$ cat src/rtl/vertex_assembler_pkg.sv
// rtl/vertex_assembler_pkg.sv - shared types and screen-coordinate widths for the vertex assembler
package vertex_assembler_pkg;

  localparam int PKG_SCREEN_W = 160;
  localparam int PKG_SCREEN_H = 120;
  localparam int SX_W         = $clog2(PKG_SCREEN_W);
  localparam int SY_W         = $clog2(PKG_SCREEN_H);
  localparam int Z_W          = 8;

  typedef enum logic [1:0] {IDX_X, IDX_Y, IDX_Z, IDX_W} coord_idx_e;
  typedef enum logic [1:0] {V0, V1, V2} slot_e;

  typedef struct packed {
    logic [Z_W-1:0]  depth;
    logic [SY_W-1:0] sy;
    logic [SX_W-1:0] sx;
  } vertex_t;

  typedef struct packed {
    vertex_t v2;
    vertex_t v1;
    vertex_t v0;
  } tri_t;

  function automatic int clampRange(int v, int hi);
    if (v < 0) return 0;
    if (v > hi) return hi;
    return v;
  endfunction

endpackage

$ cat src/rtl/vertex_assembler_if.sv
// rtl/vertex_assembler_if.sv - component input, triangle output and status bundle
interface vertex_assembler_if
  import vertex_assembler_pkg::*;
#(
  parameter int DATA_W = 16,
  parameter int TRI_W  = $bits(tri_t)
);
  logic                     in_valid;
  logic [1:0]               in_idx;
  logic signed [DATA_W-1:0] in_data;
  logic                     in_ready;
  logic                     clear;
  logic                     tri_valid;
  logic [TRI_W-1:0]         tri_data;
  logic                     tri_ready;
  logic                     proto_err;
  logic [15:0]              cull_count;

  modport slave (
    input  in_valid, in_idx, in_data, clear, tri_ready,
    output in_ready, tri_valid, tri_data, proto_err, cull_count
  );

  modport master (
    output in_valid, in_idx, in_data, clear, tri_ready,
    input  in_ready, tri_valid, tri_data, proto_err, cull_count
  );
endinterface

$ cat src/rtl/vertex_assembler_tri_fifo.sv
// rtl/vertex_assembler_tri_fifo.sv - synchronous FIFO with occupancy count for finished triangles
module tri_fifo #(
  parameter int WIDTH = 8,
  parameter int DEPTH = 2
) (
  input  logic                       clk,
  input  logic                       rst_n,
  input  logic                       push,
  input  logic [WIDTH-1:0]           wdata,
  input  logic                       pop,
  output logic [WIDTH-1:0]           rdata,
  output logic                       valid,
  output logic [$clog2(DEPTH+1)-1:0] count
);
  localparam int PW = (DEPTH > 1) ? $clog2(DEPTH) : 1;
  localparam int CW = $clog2(DEPTH + 1);

  logic [WIDTH-1:0] mem [DEPTH];
  logic [PW-1:0]    wrPtr, rdPtr;

  function automatic logic [PW-1:0] bump(logic [PW-1:0] p);
    return (int'(p) == DEPTH - 1) ? '0 : p + PW'(1);
  endfunction

  always_ff @(posedge clk) begin
    if (push) mem[wrPtr] <= wdata;
  end

  always_ff @(posedge clk) begin
    if (!rst_n) begin
      wrPtr <= '0;
      rdPtr <= '0;
      count <= '0;
    end else begin
      if (push) wrPtr <= bump(wrPtr);
      if (pop) rdPtr <= bump(rdPtr);
      count <= count + CW'(push) - CW'(pop);
    end
  end

  assign rdata = mem[rdPtr];
  assign valid = (count != '0);
endmodule

$ cat src/rtl/vertex_assembler.sv
// rtl/vertex_assembler.sv - viewport-maps NDC components and groups vertices into buffered triangles
// Optional back-face/degenerate culling: VERTEX_ASSEMBLER_CULL_EN
module vertex_assembler
  import vertex_assembler_pkg::*;
#(
  parameter int DATA_W    = 16,
  parameter int FRAC_W    = 8,
  parameter int SCREEN_W  = 160,
  parameter int SCREEN_H  = 120,
  parameter int TRI_DEPTH = 2
) (
  input logic               clk,
  input logic               rst_n,
  vertex_assembler_if.slave bus
);
  localparam int ONE = 1 << FRAC_W;
  localparam int CW  = $clog2(TRI_DEPTH + 1);

  slot_e      slot;
  coord_idx_e expIdx;
  logic       pending, inReady, protoErr;
  vertex_t    cur, v0, v1, v2;
  tri_t       triIn, fifoHead;
  logic       fifoValid, accept, inOrder, take, closeTri, push, pop, culled;
  logic [CW-1:0] fifoCount;
  logic [15:0]   cullCount;
  logic signed [DATA_W-1:0] comp;
  logic [SX_W-1:0] sxNew;
  logic [SY_W-1:0] syNew;
  logic [Z_W-1:0]  depthNew;
  int xPix, yPix, zPix, nextLoad;

  assign comp = bus.in_data;

  // int intermediates comfortably hold (comp+ONE)*SCREEN_W for 16-bit inputs
  always_comb begin
    xPix     = ((int'(comp) + ONE) * SCREEN_W) >>> (FRAC_W + 1);
    yPix     = ((ONE - int'(comp)) * SCREEN_H) >>> (FRAC_W + 1);
    zPix     = (int'(comp) + ONE) >>> 1;
    sxNew    = SX_W'(clampRange(xPix, SCREEN_W - 1));
    syNew    = SY_W'(clampRange(yPix, SCREEN_H - 1));
    depthNew = Z_W'(clampRange(zPix, ONE - 1));
  end

  assign accept   = bus.in_valid && inReady;
  assign inOrder  = (bus.in_idx == expIdx);
  assign take     = accept && inOrder && !bus.clear;
  assign closeTri = take && (slot == V2) && (expIdx == IDX_W);
  assign push     = pending && !bus.clear && !culled;
  assign pop      = fifoValid && bus.tri_ready;
  assign triIn    = {v2, v1, v0};

  always_comb begin
    nextLoad = int'(fifoCount) + int'(push) - int'(pop) + int'(closeTri);
  end

  always_ff @(posedge clk) begin
    if (!rst_n) begin
      slot     <= V0;
      expIdx   <= IDX_X;
      pending  <= 1'b0;
      inReady  <= 1'b0;
      protoErr <= 1'b0;
      cur      <= '0;
      v0       <= '0;
      v1       <= '0;
      v2       <= '0;
    end else begin
      inReady <= (nextLoad < TRI_DEPTH);
      pending <= closeTri;
      if (bus.clear) begin
        slot   <= V0;
        expIdx <= IDX_X;
      end else if (accept && !inOrder) begin
        protoErr <= 1'b1;
        expIdx   <= IDX_X;
      end else if (take) begin
        expIdx <= coord_idx_e'(expIdx + 2'd1);
        case (expIdx)
          IDX_X: cur.sx    <= sxNew;
          IDX_Y: cur.sy    <= syNew;
          IDX_Z: cur.depth <= depthNew;
          default: begin
            case (slot)
              V0: begin v0 <= cur; slot <= V1; end
              V1: begin v1 <= cur; slot <= V2; end
              default: begin v2 <= cur; slot <= V0; end
            endcase
          end
        endcase
      end
    end
  end

`ifdef VERTEX_ASSEMBLER_CULL_EN
  localparam int AW = SX_W + SY_W + 3;
  logic signed [AW-1:0] dx1, dy1, dx2, dy2, area;

  always_comb begin
    dx1    = AW'(v1.sx) - AW'(v0.sx);
    dy1    = AW'(v1.sy) - AW'(v0.sy);
    dx2    = AW'(v2.sx) - AW'(v0.sx);
    dy2    = AW'(v2.sy) - AW'(v0.sy);
    area   = dx1 * dy2 - dx2 * dy1;
    culled = area[AW-1] || (area == '0);
  end

  always_ff @(posedge clk) begin
    if (!rst_n) cullCount <= '0;
    else if (pending && !bus.clear && culled && cullCount != 16'hFFFF) cullCount <= cullCount + 16'd1;
  end
`else
  assign culled    = 1'b0;
  assign cullCount = '0;
`endif

  tri_fifo #(.WIDTH($bits(tri_t)), .DEPTH(TRI_DEPTH)) u_fifo (
    .clk   (clk),
    .rst_n (rst_n),
    .push  (push),
    .wdata (triIn),
    .pop   (pop),
    .rdata (fifoHead),
    .valid (fifoValid),
    .count (fifoCount)
  );

  assign bus.in_ready   = inReady;
  assign bus.tri_valid  = fifoValid;
  assign bus.tri_data   = fifoHead;
  assign bus.proto_err  = protoErr;
  assign bus.cull_count = cullCount;
endmodule
$ cat src/flat_wrapper.sv
// flat-port wrapper written by rule: the top's interface ports become plain ports
module vertex_assembler_flat import vertex_assembler_pkg::*;
#(
  parameter int DATA_W    = 16,
  parameter int FRAC_W    = 8,
  parameter int SCREEN_W  = 160,
  parameter int SCREEN_H  = 120,
  parameter int TRI_DEPTH = 2
)
  (clk, rst_n, bus_in_valid, bus_in_idx, bus_in_data, bus_clear, bus_tri_ready, bus_in_ready, bus_tri_valid, bus_tri_data, bus_proto_err, bus_cull_count);
  vertex_assembler_if #(.DATA_W(DATA_W)) bus_i ();
  input logic clk;
  input logic rst_n;
  input wire logic [$bits(bus_i.in_valid)-1:0] bus_in_valid;
  input wire logic [$bits(bus_i.in_idx)-1:0] bus_in_idx;
  input wire logic [$bits(bus_i.in_data)-1:0] bus_in_data;
  input wire logic [$bits(bus_i.clear)-1:0] bus_clear;
  input wire logic [$bits(bus_i.tri_ready)-1:0] bus_tri_ready;
  output wire logic [$bits(bus_i.in_ready)-1:0] bus_in_ready;
  output wire logic [$bits(bus_i.tri_valid)-1:0] bus_tri_valid;
  output wire logic [$bits(bus_i.tri_data)-1:0] bus_tri_data;
  output wire logic [$bits(bus_i.proto_err)-1:0] bus_proto_err;
  output wire logic [$bits(bus_i.cull_count)-1:0] bus_cull_count;
  assign bus_i.in_valid = bus_in_valid;
  assign bus_i.in_idx = bus_in_idx;
  assign bus_i.in_data = bus_in_data;
  assign bus_i.clear = bus_clear;
  assign bus_i.tri_ready = bus_tri_ready;
  assign bus_in_ready = bus_i.in_ready;
  assign bus_tri_valid = bus_i.tri_valid;
  assign bus_tri_data = bus_i.tri_data;
  assign bus_proto_err = bus_i.proto_err;
  assign bus_cull_count = bus_i.cull_count;
  vertex_assembler #(.DATA_W(DATA_W), .FRAC_W(FRAC_W), .SCREEN_W(SCREEN_W), .SCREEN_H(SCREEN_H), .TRI_DEPTH(TRI_DEPTH)) u_core (.clk(clk), .rst_n(rst_n), .bus(bus_i));
endmodule
$ cat config.mk
export PLATFORM = sky130hd
export DESIGN_NAME = vertex_assembler_flat
export DESIGN_NICKNAME = d
export VERILOG_FILES = /design/src/rtl/vertex_assembler_pkg.sv /design/src/rtl/vertex_assembler_if.sv /design/src/rtl/vertex_assembler_tri_fifo.sv /design/src/rtl/vertex_assembler.sv /design/src/flat_wrapper.sv
export SDC_FILE = /design/constraint.sdc
export NUM_CORES = 1
export LEC_CHECK = 0
export BUFFER_PORTS_ARGS = -buffer_cell sky130_fd_sc_hd__buf_2
export CAP_MARGIN = 20
export CORE_UTILIZATION = 30
export DETAILED_ROUTE_END_ITERATION = 8
export PLACE_DENSITY_LB_ADDON = 0.1
export SYNTH_ARGS = -nofsm -noshare
export SYNTH_HDL_FRONTEND = slang
export SYNTH_SLANG_ARGS = --single-unit
$ cat constraint.sdc
create_clock -name clk -period 8.08 [get_ports clk]
set_input_delay 1.212 -clock clk [delete_from_list [all_inputs] [get_ports clk]]
set_output_delay 1.212 -clock clk [all_outputs]
set_load 0.01 [all_outputs]
* Word-level counts from Yosys, hierarchy flattened
Memory sizes are Yosys's and may differ from the RTL's. A register that Yosys moved wholly into a read port is not among the register bits.
Cells that the tools add are included.
** Storage, ports and cells
- Output and inout port bits :: 88
- Word-level logic and storage cells :: 101
- Register bits :: 103
- Memories :: 1
- ROM bits :: 0
- Bits in writable memories :: 138
- Bits in latches :: 0
- Input port bits :: 23
** Memories
- u_core.u_fifo.mem :: depth 2, width 69, read ports 1, clocked after memory_dff 1, wr ports 1, line vertex_assembler_tri_fifo.sv:18 : logic [WIDTH-1:0] mem [DEPTH];
** Cells by class
- Multiplexer cells :: 25
- Add/sub/neg operators :: 10
- Magnitude comparators :: 7
- Reductions and logical operators :: 25
- Equal/unequal tests :: 6
- Divide/modulo/power cells :: 0
- Bitwise operators :: 5
- Shift-type cells :: 0
- $mul :: 2
** Operators by type and width (number)
- 8-bit two-way mux :: 6
- 32-bit by 2-bit adder with 32-bit output :: 1
- 32-bit by 3-bit less-than comparator with 1-bit output (second input constant) :: 1
- 32-bit by 2-bit subtractor with 32-bit output :: 1
- 23-bit by 8-bit greater-than comparator with 1-bit output (second input constant) :: 1
- 23-bit by 1-bit less-than comparator with 1-bit output (second input constant) :: 1
- 17-bit by 5-bit multiplier with 22-bit output (second input constant) :: 1
- 17-bit by 4-bit multiplier with 21-bit output (second input constant) :: 1
- 7-bit two-way mux :: 3
- 16-bit by 10-bit adder with 17-bit output (second input constant) :: 1
- 17-bit by 9-bit greater-than comparator with 1-bit output (second input constant) :: 1
- 17-bit by 1-bit less-than comparator with 1-bit output (second input constant) :: 1
- 10-bit by 16-bit subtractor with 17-bit output (first input constant) :: 1
- 16-bit by 9-bit greater-than comparator with 1-bit output (second input constant) :: 1
- 16-bit by 1-bit less-than comparator with 1-bit output (second input constant) :: 1
- 1-bit two-way mux :: 15
- 5-bit AND reduction :: 3
- 4-bit AND reduction :: 3
- 1-bit logical AND :: 8
- 2-bit equality test (second input constant) :: 3
- 3-bit OR reduction :: 2
- 1-bit inverter :: 5
- 2-bit by 1-bit equality test with 1-bit output (second input constant) :: 2
- 2-bit zero test :: 2
- 12 further kinds :: 15

* Depth between registers and ports, before layout
Gate-level depths: netlist of run 1.
- Depth after elaboration :: 7
- Gate-level depth with buffers :: 22
- Gate-level depth less buffers :: 21

* By module
Synthesis of run 1 repeated with hierarchy kept, for this count alone.
** Unflattened totals
- Cell total of the unflattened synthesis :: 1221
- Area, all modules :: 12972.4 um^2
** Modules (own cells, without submodules)
- vertex_assembler :: instances 1, sequential area each 1981.9 um^2, area each 7729.9 um^2, cells each 986
- tri_fifo :: instances 1, sequential area each 4244.1 um^2, area each 5242.5 um^2, cells each 235

* Worst setup path before layout of run 1
No wires, ideal clock.
- Path type :: input port to flip-flop
- Start point :: input port bus_in_data[2]
- End point :: register u_core.cur[14] (netlist bit)
- Setup time :: 0.127 ns
- Arrival time :: 6.178 ns
- Path buffers :: 1
- Data required time :: 7.953 ns
- Stages :: 22
- Slack :: 1.776 ns
- Cells stage by stage :: buf_2 -> nor3_4 -> a31oi_2 -> nor3_1 -> nand2b_1 -> nor2_1 -> xor2_1 -> inv_1 -> ha_1 -> inv_1 -> fa_1 -> fa_1 -> inv_1 -> ha_1 -> o21a_1 -> or3_1 -> a2111o_1 -> a221oi_2 -> a41oi_1 -> nor4_2 -> a21o_2 -> o211ai_1
** Between the ends
- Cells in the longest elaborated chain, start to end :: 7
- Elaborated cells between the ends (all ways) :: 10
- Those cells by class :: add/sub (1); mul (1); order compare (2); mux (6)
** RTL lines
- start: declaration :: line flat_wrapper.sv:16 : input wire logic [$bits(bus_i.in_data)-1:0] bus_in_data;
- 10-bit by 16-bit subtractor with 17-bit output (*) :: line vertex_assembler.sv:38 : yPix = ((ONE - int'(comp)) * SCREEN_H) >>> (FRAC_W + 1);
- 17-bit by 5-bit multiplier with 22-bit output (*) :: line vertex_assembler.sv:38
- 23-bit by 8-bit greater-than comparator with 1-bit output :: line vertex_assembler_pkg.sv:27 : if (v > hi) return hi;
- 1-bit two-way mux (2 in a row) :: line vertex_assembler_pkg.sv:27
- 7-bit two-way mux :: line vertex_assembler_pkg.sv:28 : return v;
- 7-bit two-way mux (*) :: line vertex_assembler_pkg.sv:27
- end: declaration :: line vertex_assembler.sv:22 : vertex_t cur, v0, v1, v2;
Every way passes the cells marked *; elsewhere a longest branch is shown, timed or not. The select of a mux whose other input is x is not followed.
A chain may end at the register's enable or synchronous reset.

* Final worst setup path of run 1
- Start point :: input port bus_in_data[1]
- End point :: register u_core.cur[14] (netlist bit)
Same word-level chain as after synthesis.

==> metrics.cfg, run 1 <==
[outcome]
status = complete, no violations

[placed_design]
place_congestion = 0.819
io_buffers = 94
placed_cell_area_um2 = 13900
dpl.hpwl_um = 21800

[synth]
yosys_warnings = 0
syn_inst = 1217
synth_seq_cells = 242
syn_area_um2 = 13000
ys_types = 85
synthFlopType = edfxtp_1
synth.avg_cell_area_um2 = 10.7
synth_enable_flop_cells = 138
synthArstFlopShare_pct = 0
synth_area_leaders = edfxtp_1 (32%), dfxtp_1 (16%), ha_1 (8.8%), mux2_2 (6.2%), nand2_1 (5.7%)
synth.top_cell.area_share_pct = 31.9
ys_seq_area_share_pct = 47.9
synth_area_leader_cell = edfxtp_1

[clock_network]
clockRootBuffer = clkbuf_16
cts_resized = 0
cts_buffers = 25
cts_sinks = 242
clk_pin_slew_worst_paths_ns = 0.06
post_cts_buffers = 0
max-clock-path-buffers = 3
insertion_delay_ns = 0.53
cts_tree = yes
cts_htree_levels = 1
holdBufCountCts = 0

[floorplan]
io_pins = 111
rows = 75
fp.dieH_um = 210
core_um2 = 42300
start_util_pct = 30.7
dieArea_um2 = 44100
die_x_um = 210

[critical_path]
cp-start-kind = input pin
worstPathRequired_ns = 8.48
crit_fanout = 7
rr_worst_depth = 12
endpoint_kind = flip-flop
regToRegSetupSlack_ns = 4.17
criticalPathCategory = in2reg
startpoint = bus_in_data[1]
worstSetupEndpoint = u_core.cur[14]
arrival_ns = 6.72
r2r-end = u_core.bus.in_ready
rr_startpoint = u_core.expIdx[1]

[sta]
maxSlewHeadroom_pct = 30.2
finalCriticalPeriod_ns = 6.32
setup_viol = 0
tns_ns = 0
final_hold_viol_count = 0
max_freq_mhz = 158
worst_pin_slew_ns = 1.05
post-route-period-util_pct = 78.2
rsz0062_at_grt = false
fin_skew_ns = 0.0190
slew_violations = 0

[cells_and_area]
final_area_um2 = 14700
drive_gt1_share_pct = 17.9
mostFrequentLayoutCells = nand2_1 (199), edfxtp_1 (138), a21oi_1 (112)
syn_to_final_growth_pct = 13.3
final_common_cell = nand2_1
nNetsFinal = 1429

[run]
max_cap_viol_count = 0

[global_route]
antenna_found_initial = 0
overflow = 0
grt_use_total_pct = 14.2
grt_pass1_vias = 8701
grt_max_degree = 84
grt_pass1_wl_um = 49300

[detailed_routing]
antenna_left = 0
first_iter_violations = 390
drc = 0
wire_per_inst_um = 16.5
dr_total_vias = 8818
first_pass_iters = 4
routed_wl_um = 31100
via_per_inst = 4.67

[pwr]
p_leak_nw = 5.80
power.density_nw_per_um2 = 243
ir_drop_mv = 0.126

[worst_hold_path]
worst_hold_path_type = reg2reg

[sequential cells by signal, summed over array words and instances (netlist names), named ones only]
| register | count |
|---|---|
| u_core.slot | 2 |
| u_core.bus.in_ready | 1 |
| u_core.pending | 1 |
| u_core.cur | 23 |
| u_core.u_fifo.wrPtr | 1 |
| u_core.u_fifo.count | 2 |
| u_core.expIdx | 2 |
| u_core.u_fifo.rdPtr | 1 |
| u_core.triIn | 69 |
| u_core.u_fifo.mem | 138 |
| u_core.bus.proto_err | 1 |
[how the worst min path moves through the flow]
stage | start | end | slack [ns] | cells after the start
6_report | u_core.triIn[53] | u_core.u_fifo.mem[0][53] | 0.45 | 0
2_1_floorplan | u_core.triIn[0] | u_core.u_fifo.mem[0][0] | 0.43 | 0
3_5_place_dp | u_core.triIn[25] | u_core.u_fifo.mem[0][25] | 0.44 | 0
3_3_place_gp | u_core.triIn[25] | u_core.u_fifo.mem[0][25] | 0.43 | 0
5_1_grt | u_core.triIn[64] | u_core.u_fifo.mem[0][64] | 0.45 | 0
4_1_cts | u_core.triIn[64] | u_core.u_fifo.mem[0][64] | 0.44 | 0
[layout make-up]
class                           count  area (um2)
Antenna cell                        1        2.50
Clock buffer                       42         709
Clock inverter                      4        47.5
Fill cell                        4361       27600
Inverter                           87         327
Multi-Input combinational cell    834        6150
Sequential cell                   242        6230
Tap cell                          577         722
Timing Repair Buffer              100         536
[kinds of logic (layout without fill, tap and decap cells)]
group	Yosys count	count (layout)	synth area share (%)
adders and majority gates	116	116	12.6
buffers and inverters	156	233	5.25
xor gates and xnor gates	62	62	4.18
other	1	17	0.0289
muxes	76	76	6.58
DFF	242	242	47.9
AOI/OAI and AO/OA	235	235	11.7
and+or+nand+nor	329	329	11.7
[cell usage after synthesis, types with 23 or more instances]
cell / instances
a21oi_1: 112
inv_1: 87
edfxtp_1: 138
mux2_2: 71
nand2_1: 199
xnor2_1: 39
ha_1: 91
o21ai_0: 24
fa_1: 25
xor2_1: 23
nor2_1: 39
dfxtp_1: 104
clkbuf_1: 43
[critical path, cell delays in order]
cell and delay (ns):
buf_2 0.15, inv_1 0.12, ha_1 0.19, nor2b_1 0.34, a31oi_2 0.23, nand2b_1 0.27, nor3_1 0.25, xnor2_1 0.22
ha_1 0.28, inv_1 0.07, fa_1 0.43, fa_1 0.51, inv_1 0.04, ha_1 0.36, o21a_1 0.22, or3_1 0.30
a2111o_1 0.45, a221oi_2 0.18, a41oi_1 0.16, nor4_2 0.37, a21o_2 0.25, o211ai_1 0.10
[power breakdown]
part	internal, W	switching [W]
sequential	0.00130	0.00000814
clock	0.000627	0.000453
combinational	0.000478	0.000707
total	0.00240	0.00117
[metrics by stage]
step	cells	total power (W)	utilization, %	setup WS, ns	hold slack (ns)
finish	1887	0.00357	34.8	1.76	0.449
global route	1886	0.00381	34.8	1.35	0.449
CTS	1885	0.00361	34.7	1.81	0.443
detailed placement	1839	0.00252	32.9	1.27	0.438
global placement	1839	0.00253	32.9	1.33	0.430
floorplan	1232	0.00229	-	1.78	0.425
[layer usage]
metal / global-route usage [%] / vias to the layer above / wire length [um]
met4: 3.50 / 0 / 459
met1: 20.1 / 4248 / 15500
met3: 1.71 / 35 / 1120
met5: 0 / - / 0
li1: - / 4395 / -
met2: 22.9 / 140 / 14000
No activity file was read; power rests on OpenSTA's default activity.
==> run 2, diff against run 1 <==
==> constraint.sdc (replaced) <==
create_clock -name clk -period 5.2 [get_ports clk]
set_input_delay 0.78 -clock clk [delete_from_list [all_inputs] [get_ports clk]]
set_output_delay 0.78 -clock clk [all_outputs]
set_load 0.01 [all_outputs]
==> metrics.cfg, run 2 (synthesis gave the netlist of run 1 again) <==
[outcome]
status = complete, no violations

[global_route]
grt_util_met3_pct = 1.45
antenna_found_initial = 0
overflow = 0
grt_pass1_vias = 9212
grt_use_total_pct = 14.2
met2_usage_pct = 23.8
met1_usage_pct = 19.9
grt_max_degree = 63
busiest_layer = met2
grt_pass1_wl_um = 50300

[placed_design]
dpl.hpwl_um = 22800
place_congestion = 0.751
io_buffers = 94

[clock_network]
cts_sinks = 242
cts_htree_levels = 1
clockRootBuffer = clkbuf_16
clk_pin_slew_worst_paths_ns = 0.06
cts_tree = yes
insertion_delay_ns = 0.51
max-clock-path-buffers = 3
cts_buffers = 25
holdBufCountCts = 0

[pwr]
power.density_nw_per_um2 = 389
p_leak_nw = 6.52
ir_drop_mv = 0.175

[floorplan]
start_util_pct = 30.7
core_um2 = 42300
io_pins = 111
dieArea_um2 = 44100
rows = 75
fp.dieH_um = 210
die_x_um = 210

[critical_path]
cp_slowest_cell = fa_1
worstPathRequired_ns = 5.59
cp_top_family = adder cells
crit_fanout = 6
crit_path_max_incr_delay_ns = 0.50
endpoint_kind = flip-flop
cp-start-kind = input pin
arrival_ns = 5.39
crit_buf_inv = 4
criticalPathCategory = in2reg
crit_path_cell_trace = buf_2 > inv_2 > ha_4 > nor4b_4 > a31oi_2 > nand2b_4 > nor3_4 > xnor2_2 > ha_1 > inv_1 > fa_1 > fa_1 > inv_2 > ha_4 > o21a_1 > or3_1 > a2111o_1 > a221oi_2 > a41oi_2 > nor4_4 > a21o_2 > o211ai_1

[cells_and_area]
final_common_cell = nand2_1
regMostFlops = u_core.u_fifo.mem
multi_input_area_um2 = 6300
drive_gt1_share_pct = 26.1
nNetsFinal = 1539
diodes = 0
largest_reg_flops = 138
syn_to_final_growth_pct = 21.5
register_area_um2 = 6230
fillers = 4257
mostFrequentLayoutCells = nand2_1 (199), edfxtp_1 (138), buf_4 (115)
fin_util_pct = 37.3

[sta]
maxSlewHeadroom_pct = 33.5
slew_violations = 0
rsz0062_at_grt = true
timing.hold.ws_ns = 0.451
worst_pin_slew_ns = 0.996
post-route-period-util_pct = 96.1
finalCriticalPeriod_ns = 5.00
setup_viol = 0
fin_skew_ns = 0.00958
max_freq_mhz = 200
final_hold_viol_count = 0

[detailed_routing]
via_per_inst = 4.58
antenna_left = 0
first_pass_iters = 5
drc = 0
first_iter_violations = 370
dr_total_vias = 9149
wire_per_inst_um = 15.6
routed_wl_um = 31100

[run]
max_cap_viol_count = 0

[worst_hold_path]
worst_hold_path_type = reg2reg

==> run 2: worst reg2reg max path: cells and delay by family, from the launching register on <==
kind | cells | cell delay [ns]
AO/OA/AOI/OAI | 2 | 0.41
XOR/XNOR | 1 | 0.16
adder cells (fa/ha/maj) | 2 | 0.68
flip-flops | 1 | 0.43
AND/OR/NAND/NOR | 7 | 1.44
==> run 2: final timing paths <==
check                                   to  cells after the start  slack, ns             start
setup / recovery            u_core.cur[13]                     22       0.20    bus_in_data[9]
hold / removal    u_core.u_fifo.mem[0][50]                      0       0.45  u_core.triIn[50]
setup reg to reg       u_core.bus.in_ready                     12       2.01  u_core.expIdx[1]
hold reg to reg   u_core.u_fifo.mem[0][50]                      0       0.45  u_core.triIn[50]
==> run 2: final cells by class <==
cell class	count	area share [%]
inverter	87	2.07
clock buffer	33	4.41
sequential	242	39.4
tap	577	4.57
multi-input combinational	834	39.9
timing repair buffer	210	8.66
clock inverter	13	0.927
==> run 2: power breakdown <==
part           total (W)  internal [W]  switching [W]
clock network    0.00181       0.00109       0.000715
logic            0.00230       0.00109        0.00121
registers        0.00203       0.00202      0.0000141
total            0.00614       0.00420        0.00194
==> run 2: per-layer routing <==
layer,vias up,routed length (um)
li1,4616,-
met1,4380,15600
met2,124,14200
met3,29,940
met4,0,398
met5,-,0
==> run 2: metrics by stage <==
stage	cells	setup WS, ns	total power [W]	setup TNS [ns]	area, um2
after floorplan	1232	-0.114	0.00360	-0.700	13100
after detailed placement	1947	-0.326	0.00436	-2.14	14800
after global routing	1996	-0.0889	0.00656	-0.448	15800
after CTS	1993	0.209	0.00619	0	15700
final	1996	0.203	0.00614	0	15800
after global placement	1947	-0.266	0.00436	-1.76	14800
==> run 2: repair_timing <==
item	CTS	global route
setup endpoints to repair	0	6
setup buffers	0	2
resized for setup	0	18
==> run 3, diff against run 2 <==
--- a/config.mk
+++ b/config.mk
@@ -7,6 +7,7 @@
 export LEC_CHECK = 0
 export BUFFER_PORTS_ARGS = -buffer_cell sky130_fd_sc_hd__buf_2
 export CAP_MARGIN = 20
+export CORE_MARGIN = 4
 export CORE_UTILIZATION = 30
 export DETAILED_ROUTE_END_ITERATION = 8
 export PLACE_DENSITY_LB_ADDON = 0.1
==> constraint.sdc (replaced) <==
create_clock -name clk -period 4.92 [get_ports clk]
set_input_delay 0.738 -clock clk [delete_from_list [all_inputs] [get_ports clk]]
set_output_delay 0.738 -clock clk [all_outputs]
set_load 0.01 [all_outputs]
==> metrics.cfg, run 3 (synthesis gave the netlist of run 1 again) <==
[critical_path]
cp-start-kind = input pin
crit_path_max_incr_delay_ns = 0.51
endpoint_kind = flip-flop
cp_slowest_cell = fa_1
arrival_ns = 5.30
cp_top_family = compound AO/OA/AOI/OAI gates
criticalPathCategory = in2reg
crit_buf_inv = 4
crit_path_cell_trace = buf_8 > nor3_4 > a31oi_4 > nor3_4 > nand2b_1 > nor2_1 > xor2_1 > inv_1 > ha_1 > inv_1 > fa_1 > fa_1 > inv_2 > ha_4 > o21a_1 > or3_1 > a2111o_1 > a221oi_2 > a41oi_2 > nor4_2 > a21o_2 > o211ai_1
worstPathRequired_ns = 5.31
crit_fanout = 6

[sta]
rsz0062_at_grt = true
slew_violations = 0
setup_viol = 0
post-route-period-util_pct = 99.7
fin_skew_ns = 0.0137
maxSlewHeadroom_pct = 35.3
max_freq_mhz = 204
tns_ns = 0
timing.hold.ws_ns = 0.448
finalCriticalPeriod_ns = 4.90
final_hold_viol_count = 0
worst_pin_slew_ns = 0.970

[floorplan]
die_x_um = 216
rows = 75
fp.dieH_um = 216
dieArea_um2 = 46700
start_util_pct = 30.6
io_pins = 111
core_um2 = 42400

[clock_network]
cts_sinks = 242
insertion_delay_ns = 0.52
cts_tree = yes
cts_buffers = 25
max-clock-path-buffers = 3
clockRootBuffer = clkbuf_16
clk_pin_slew_worst_paths_ns = 0.06
cts_htree_levels = 1
holdBufCountCts = 0

[global_route]
grt_use_total_pct = 13.3
grt_pass1_wl_um = 51200
overflow = 0
grt_max_degree = 44
grt_pass1_vias = 9396
antenna_found_initial = 0

[pwr]
p_total_w = 0.00640
p_leak_nw = 6.55
power.density_nw_per_um2 = 404
ir_drop_mv = 0.229

[cells_and_area]
mostFrequentLayoutCells = nand2_1 (199), edfxtp_1 (138), buf_4 (128)
diodes = 0
syn_to_final_growth_pct = 21.9
regMostFlops = u_core.u_fifo.mem
instances_no_fill = 2009
drive_gt1_share_pct = 26.6
largest_reg_flops = 138
final_common_cell = nand2_1
nNetsFinal = 1552

[placed_design]
place_congestion = 0.778
io_buffers = 94
dp_cells = 1958
dpl.hpwl_um = 23200

[detailed_routing]
first_pass_iters = 5
routed_wl_um = 31200
via_per_inst = 4.59
drc = 0
first_iter_violations = 390
antenna_left = 0
wire_per_inst_um = 15.5
dr_total_vias = 9225

[outcome]
status = complete, no violations

[run]
max_cap_viol_count = 0

[worst_hold_path]
worst_hold_path_type = reg2reg

## run 3: cell count changes in the layout (fill, tap and decap cells not counted), sizes merged
cell and change:
clkinv -2, clkbuf +5, bufinv -2, clkinvlp -1, buf +13
## run 3: final timing paths
| check | startpoint | endpoint | slack, ns | depth (start not counted) |
|---|---|---|---|---|
| setup / recovery | bus_in_data[2] | u_core.cur[14] | 0.02 | 22 |
| hold / removal | u_core.triIn[64] | u_core.u_fifo.mem[0][64] | 0.45 | 0 |
| setup reg to reg | u_core.expIdx[1] | u_core.bus.in_ready | 1.92 | 13 |
| hold reg to reg | u_core.triIn[64] | u_core.u_fifo.mem[0][64] | 0.45 | 0 |
## run 3: per-stage QoR
| stage | cell area (um2) | util (%) | worst slack, ns |
|---|---|---|---|
| after detailed placement | 14900 | 35.2 | -0.628 |
| after global routing | 15800 | 37.3 | -0.266 |
| after CTS | 15800 | 37.2 | 0.00384 |
| after floorplan | 13100 | - | -0.352 |
| final | 15800 | 37.3 | 0.0154 |
| after global placement | 14900 | 35.2 | -0.532 |
## run 3: layout make-up
class | count | area, um2
Fill cell | 4345 | 26600
Multi-Input combinational cell | 834 | 6290
Sequential cell | 242 | 6230
Timing Repair Buffer | 223 | 1480
Tap cell | 577 | 722
Clock buffer | 38 | 714
Inverter | 87 | 327
Clock inverter | 8 | 72.6
## run 3: per-layer routing
layer	part of all wire, %	routed length [um]	track usage [%]	vias to the layer above
li1	-	-	-	4645
met1	50	15600	19.3	4430
met2	46	14300	21.9	122
met3	2.7	845	1.32	28
met4	1.3	399	2.65	0
met5	0	0	0	-
## run 3: timing repair
item | CTS | global route
pin swaps | 3 | 4
cloned | 0 | 0
setup buffers | 3 | 1
setup endpoints to repair | 6 | 7
resized for setup | 14 | 4
## run 3: power by group
part | total [W] | switching [W] | internal, W | leakage [nW]
Sequential | 0.00218 | 0.0000493 | 0.00213 | 2.32
Clock | 0.00180 | 0.000746 | 0.00106 | 0.387
Combinational | 0.00242 | 0.00123 | 0.00119 | 3.85
Total | 0.00640 | 0.00202 | 0.00438 | 6.55
